## src/rtl/blink_scheduler.sv

```systemverilog
// Shares one blinking LED between NREQ requesters: a round-robin arbiter picks
// one blink-count request at a time and an FSM plays it as on/off phases plus a gap.
module blink_scheduler #(
    parameter int unsigned NREQ        = 4,
    parameter int unsigned CNT_W       = 4,
    parameter int unsigned HALF_PERIOD = 11,
    parameter int unsigned GAP_CYCLES  = 22
) (
    input  logic                      clk,
    input  logic                      rst,
    input  logic [NREQ-1:0]           req_valid,
    input  logic [NREQ*CNT_W-1:0]     req_count,
    output logic [NREQ-1:0]           req_ready,
    output logic                      light,
    output logic                      busy,
    output logic [$clog2(NREQ)-1:0]   owner,
    output logic                      done
);

    localparam int unsigned OWN_W   = $clog2(NREQ);
    localparam int unsigned TMR_MAX = (HALF_PERIOD > GAP_CYCLES) ? HALF_PERIOD : GAP_CYCLES;
    localparam int unsigned TMR_W   = (TMR_MAX > 1) ? $clog2(TMR_MAX) : 1;

    localparam logic [TMR_W-1:0] ON_LAST  = TMR_W'(HALF_PERIOD - 1);
    localparam logic [TMR_W-1:0] GAP_LAST = TMR_W'(GAP_CYCLES - 1);

    localparam logic [1:0] IDLE = 2'd0;
    localparam logic [1:0] ON   = 2'd1;
    localparam logic [1:0] OFF  = 2'd2;
    localparam logic [1:0] GAP  = 2'd3;

    logic [1:0]       state, state_nxt;
    logic [TMR_W-1:0] timer, timer_nxt;
    logic [CNT_W-1:0] remaining, remaining_nxt;
    logic [OWN_W-1:0] rr_ptr, rr_ptr_nxt;
    logic [OWN_W-1:0] owner_nxt;
    logic             light_nxt;
    logic             busy_nxt;
    logic             done_nxt;

    logic [CNT_W-1:0] cnt_arr [NREQ];
    logic             found;
    logic [OWN_W-1:0] winner;
    logic [OWN_W-1:0] pos;

    for (genvar i = 0; i < NREQ; i++) begin : g_cnt
        assign cnt_arr[i] = req_count[i*CNT_W +: CNT_W];
    end

    // First pending requester at or after rr_ptr, wrapping around.
    always_comb begin
        found  = 1'b0;
        winner = '0;
        pos    = '0;
        for (int unsigned k = 0; k < NREQ; k++) begin
            pos = OWN_W'((32'(rr_ptr) + k) % NREQ);
            if (!found && req_valid[pos]) begin
                found  = 1'b1;
                winner = pos;
            end
        end
    end

    // Next-state, datapath and output decode.
    always_comb begin
        state_nxt     = state;
        timer_nxt     = timer;
        remaining_nxt = remaining;
        rr_ptr_nxt    = rr_ptr;
        owner_nxt     = owner;
        req_ready     = '0;

        case (state)
            IDLE: begin
                if (found) begin
                    req_ready[winner] = 1'b1;
                    owner_nxt         = winner;
                    rr_ptr_nxt        = (32'(winner) == NREQ - 1) ? '0 : winner + OWN_W'(1);
                    remaining_nxt     = cnt_arr[winner];
                    timer_nxt         = '0;
                    state_nxt         = (cnt_arr[winner] != '0) ? ON : GAP;
                end
            end
            ON: begin
                if (timer == ON_LAST) begin
                    timer_nxt = '0;
                    state_nxt = OFF;
                end else begin
                    timer_nxt = timer + TMR_W'(1);
                end
            end
            OFF: begin
                if (timer == ON_LAST) begin
                    timer_nxt     = '0;
                    remaining_nxt = remaining - CNT_W'(1);
                    state_nxt     = (remaining != CNT_W'(1)) ? ON : GAP;
                end else begin
                    timer_nxt = timer + TMR_W'(1);
                end
            end
            GAP: begin
                if (timer == GAP_LAST) begin
                    timer_nxt = '0;
                    state_nxt = IDLE;
                end else begin
                    timer_nxt = timer + TMR_W'(1);
                end
            end
            default: begin
                state_nxt = IDLE;
                timer_nxt = '0;
            end
        endcase

        light_nxt = (state_nxt == ON);
        busy_nxt  = (state_nxt != IDLE);
        done_nxt  = (state == GAP) && (state_nxt == IDLE);
    end

    // Outputs are decoded from the next state so they line up with it, glitch-free.
    always_ff @(posedge clk or posedge rst) begin
        if (rst) begin
            state     <= IDLE;
            timer     <= '0;
            remaining <= '0;
            rr_ptr    <= '0;
            owner     <= '0;
            light     <= 1'b0;
            busy      <= 1'b0;
            done      <= 1'b0;
        end else begin
            state     <= state_nxt;
            timer     <= timer_nxt;
            remaining <= remaining_nxt;
            rr_ptr    <= rr_ptr_nxt;
            owner     <= owner_nxt;
            light     <= light_nxt;
            busy      <= busy_nxt;
            done      <= done_nxt;
        end
    end

endmodule

```

## config.mk

```make
export PLATFORM = sky130hd
export DESIGN_NAME = blink_scheduler
export DESIGN_NICKNAME = d
export VERILOG_FILES = /design/src/rtl/blink_scheduler.sv
export SDC_FILE = /design/constraint.sdc
export NUM_CORES = 1
export LEC_CHECK = 0
export ABC_AREA = 0
export CAP_MARGIN = 15
export CORE_MARGIN = 2
export CORE_UTILIZATION = 50
export DETAILED_ROUTE_END_ITERATION = 8
export GPL_TIMING_DRIVEN = 0
export PLACE_DENSITY_LB_ADDON = 0.08
export SYNTH_ARGS = -nofsm -noshare
export SYNTH_HDL_FRONTEND = slang
export SYNTH_SLANG_ARGS = --single-unit
export TNS_END_PERCENT = 10
```

## constraint.sdc

```tcl
create_clock -name clk -period 2.7 [get_ports clk]
set_input_delay 0.405 -clock clk [delete_from_list [all_inputs] [get_ports clk]]
set_output_delay 0.405 -clock clk [all_outputs]
set_load 0.02 [all_outputs]
```

==> reports/qor.yml <==
die:
  std_cell_rows: 18
  io_pins: 31
  core_area_sq_um: 2520
  die_area_sq_um: 3130
  die_x_um: 56.0
  die_y_um: 56.0
  start_util: 0.536
min_path:
  hold_class: "in2async"
global_routing:
  grt_usage: 0.211
  grt_max_degree: 19
  grt_util_met2: 0.361
  overflow: 0
  grt_pass1_wl_um: 5360
  grtUsageMet1: 0.260
  grt_pass1_vias: 1265
  groute.layer.met3.usage: 0.0233
  antenna_found_initial: 0
  busiest_layer: "met2"
timing:
  fin_crit_sh: 0.952
  final_hold_viol_count: 0
  setup_viol: 0
  finalWorstSetupSlack_ns: 0.129
  final.min_clock_period_ns: 2.57
  worst_pin_slew_ns: 0.687
  clock-skew-final_ns: 0.00580
  rsz0062_at_grt: "true"
  slew_violations: 0
  slew_headroom: 0.541
  timing.fmax_mhz: 389
cts:
  ctsLongestPathBuffers: 2
  ctsHtreeMaxLevel: 1
  clk_pin_slew_ns: 0.11
  cts.sinks: 18
  clock_latency_ns: 0.30
  cts_buffers: 3
  cts_tree: "yes"
  clockRootBuffer: "clkbuf_4"
logic_synthesis:
  syn_nets: 185
  syn_area_sq_um: 1350
  synth_cells: 149
  ys_seq_area_frac: 0.333
  synth-seq-cells: 18
  ys_warn_count: 0
  yosysUniqueCellTypes: 39
  avgSynthCellArea_sq_um: 9.07
place:
  hpwl_um: 2370
  pre_cts_slack_ns: -0.551
  io_buffer_count: 30
  placed_area_sq_um: 1690
  place.gp.congestion: 0.889
power:
  ir_drop_mv: 0.707
  power.density_nw_per_um2: 963
  p_leak_uw: 0.000842
job:
  drv_cap: 0
critical_path:
  path_cells: "clkdlybuf4s50_1, nand2_1, a311oi_4, nor2_4, buf_4, mux2_4, o31a_1, o41ai_4, a21boi_0"
  cp_slowest_stage_delay_ns: 0.52
  worstPathArrival_ns: 2.74
  path_buf_inv: 2
  cp-end-kind: "flop"
  cp_top_family: "compound AO/OA/AOI/OAI gates"
  worstSetupPathType: "in2reg"
  cp.required_ns: 2.87
  cp_max_fo: 4
  cpMaxStageDelayCell: "clkdlybuf4s50_1"
  critPathLaunchType: "primary input"
layout:
  area_delta_synth_final_pct: 31.3
  drive_gt1_frac: 0.135
  nNetsFinal: 222
  final_cell_mix: "clkdlybuf4s50_1 (24), nand2_1 (19), dfrtp_1 (18)"
  layout.cells.most_common: "clkdlybuf4s50_1"
  final_area_sq_um: 1770
  insertedDiodeCount: 0
drt:
  antenna_left: 0
  wl_per_cell_um: 14.3
  vias_per_cell: 5.67
  firstDrtPassIters: 4
  drt-total-wl_um: 3070
  initialDrtViolationCount: 29
  routed-via-count: 1219
  route.detailed.drc: 0
run_status:
  status: "finished clean"
synth_stat cells (all sizes together):
cell / count / share of area
a21boi: 2 / 0.011
nand2b: 1 / 0.0046
clkbuf: 3 / 0.0083
nor4bb: 1 / 0.0074
nor4: 1 / 0.0046
o31a: 1 / 0.0065
o221a: 2 / 0.017
a211oi: 1 / 0.0056
o21ai: 13 / 0.048
inv: 12 / 0.033
and2: 1 / 0.0046
mux2: 5 / 0.044
mux2i: 10 / 0.074
o211a: 1 / 0.0074
and3: 6 / 0.028
nand3: 4 / 0.015
nand4b: 1 / 0.0065
o41ai: 1 / 0.012
or4: 1 / 0.0056
dfrtp: 18 / 0.33
a21o: 2 / 0.011
nor3: 3 / 0.011
or3: 2 / 0.0093
o31ai: 1 / 0.0056
ha: 14 / 0.13
and2b: 1 / 0.0056
nand2: 19 / 0.053
nand4bb: 1 / 0.0083
nor3b: 1 / 0.0056
o221ai: 1 / 0.0065
a41oi: 1 / 0.0065
a311oi: 1 / 0.011
nand3b: 1 / 0.0056
a21oi: 5 / 0.019
nor2: 10 / 0.031
a31oi: 1 / 0.0046
state kept, by name, summed over array words and instances, names as in the netlist:
register   cells
busy           1
remaining      4
state          2
owner          2
light          1
done           1
rr_ptr         2
timer          5
worst paths after layout:
check	from	end	slack, ns	cells past startpoint
hold / removal	rst	timer[2]	0.50	2
min in group clk	owner[1]	owner[1]	0.51	2
setup reg to reg	rr_ptr[1]	light	0.30	8
hold reg to reg	owner[1]	owner[1]	0.51	2
max in group asynchronous	rst	remaining[0]	1.76	2
setup / recovery	req_valid[0]	light	0.13	9
logic make-up (layout without fill, tap and decap cells):
logic type	after synthesis	in the layout	share of synthesized area
compound gates	33	33	0.171
mux	15	15	0.119
flops	18	18	0.333
simple gates	54	54	0.206
buf+inv	15	51	0.0417
fa+ha+maj	14	14	0.130
layout make-up:
| class | count | area, sq um |
|---|---|---|
| tap | 30 | 37.5 |
| clock buffer | 4 | 36.3 |
| sequential | 18 | 450 |
| inverter | 12 | 45.0 |
| fill | 217 | 748 |
| buffer | 2 | 7.51 |
| multi-input combinational | 116 | 877 |
| timing repair buffer | 33 | 320 |
repair_timing:
action | in CTS | in global routing
pin swaps | 2 | 0
endpoints found under the setup margin | 4 | 5
hold buffers | 0 | 0
resized for setup | 16 | 5
buffers inserted | 3 | 0
report_power, final:
part | leakage, uW | switching (uW) | internal [uW]
Combinational | 0.000598 | 574 | 489
Clock | 0.0000210 | 88.2 | 82.4
Sequential | 0.000223 | 92.3 | 383
Total | 0.000842 | 754 | 955
through the flow:
| step | total power (uW) | util | setup TNS, ns | hold slack [ns] | cells |
|---|---|---|---|---|---|
| after global routing | 1870 | 0.703 | -0.0103 | 0.564 | 215 |
| after detailed placement | 1500 | 0.670 | -2.76 | 0.495 | 209 |
| after CTS | 1700 | 0.699 | 0 | 0.523 | 215 |
| final | 1710 | 0.703 | 0 | 0.496 | 215 |
| after floorplan | 1180 | - | 0 | 0.344 | 149 |
| after global placement | 1440 | 0.670 | -2.19 | 0.467 | 209 |
metal layers:
layer / wire length (um) / part of all wire
met1: 1400 / 0.45
met2: 1450 / 0.47
met3: 151 / 0.049
met4: 79 / 0.026
met5: 0 / 0
(Power assumes the default switching activity.)
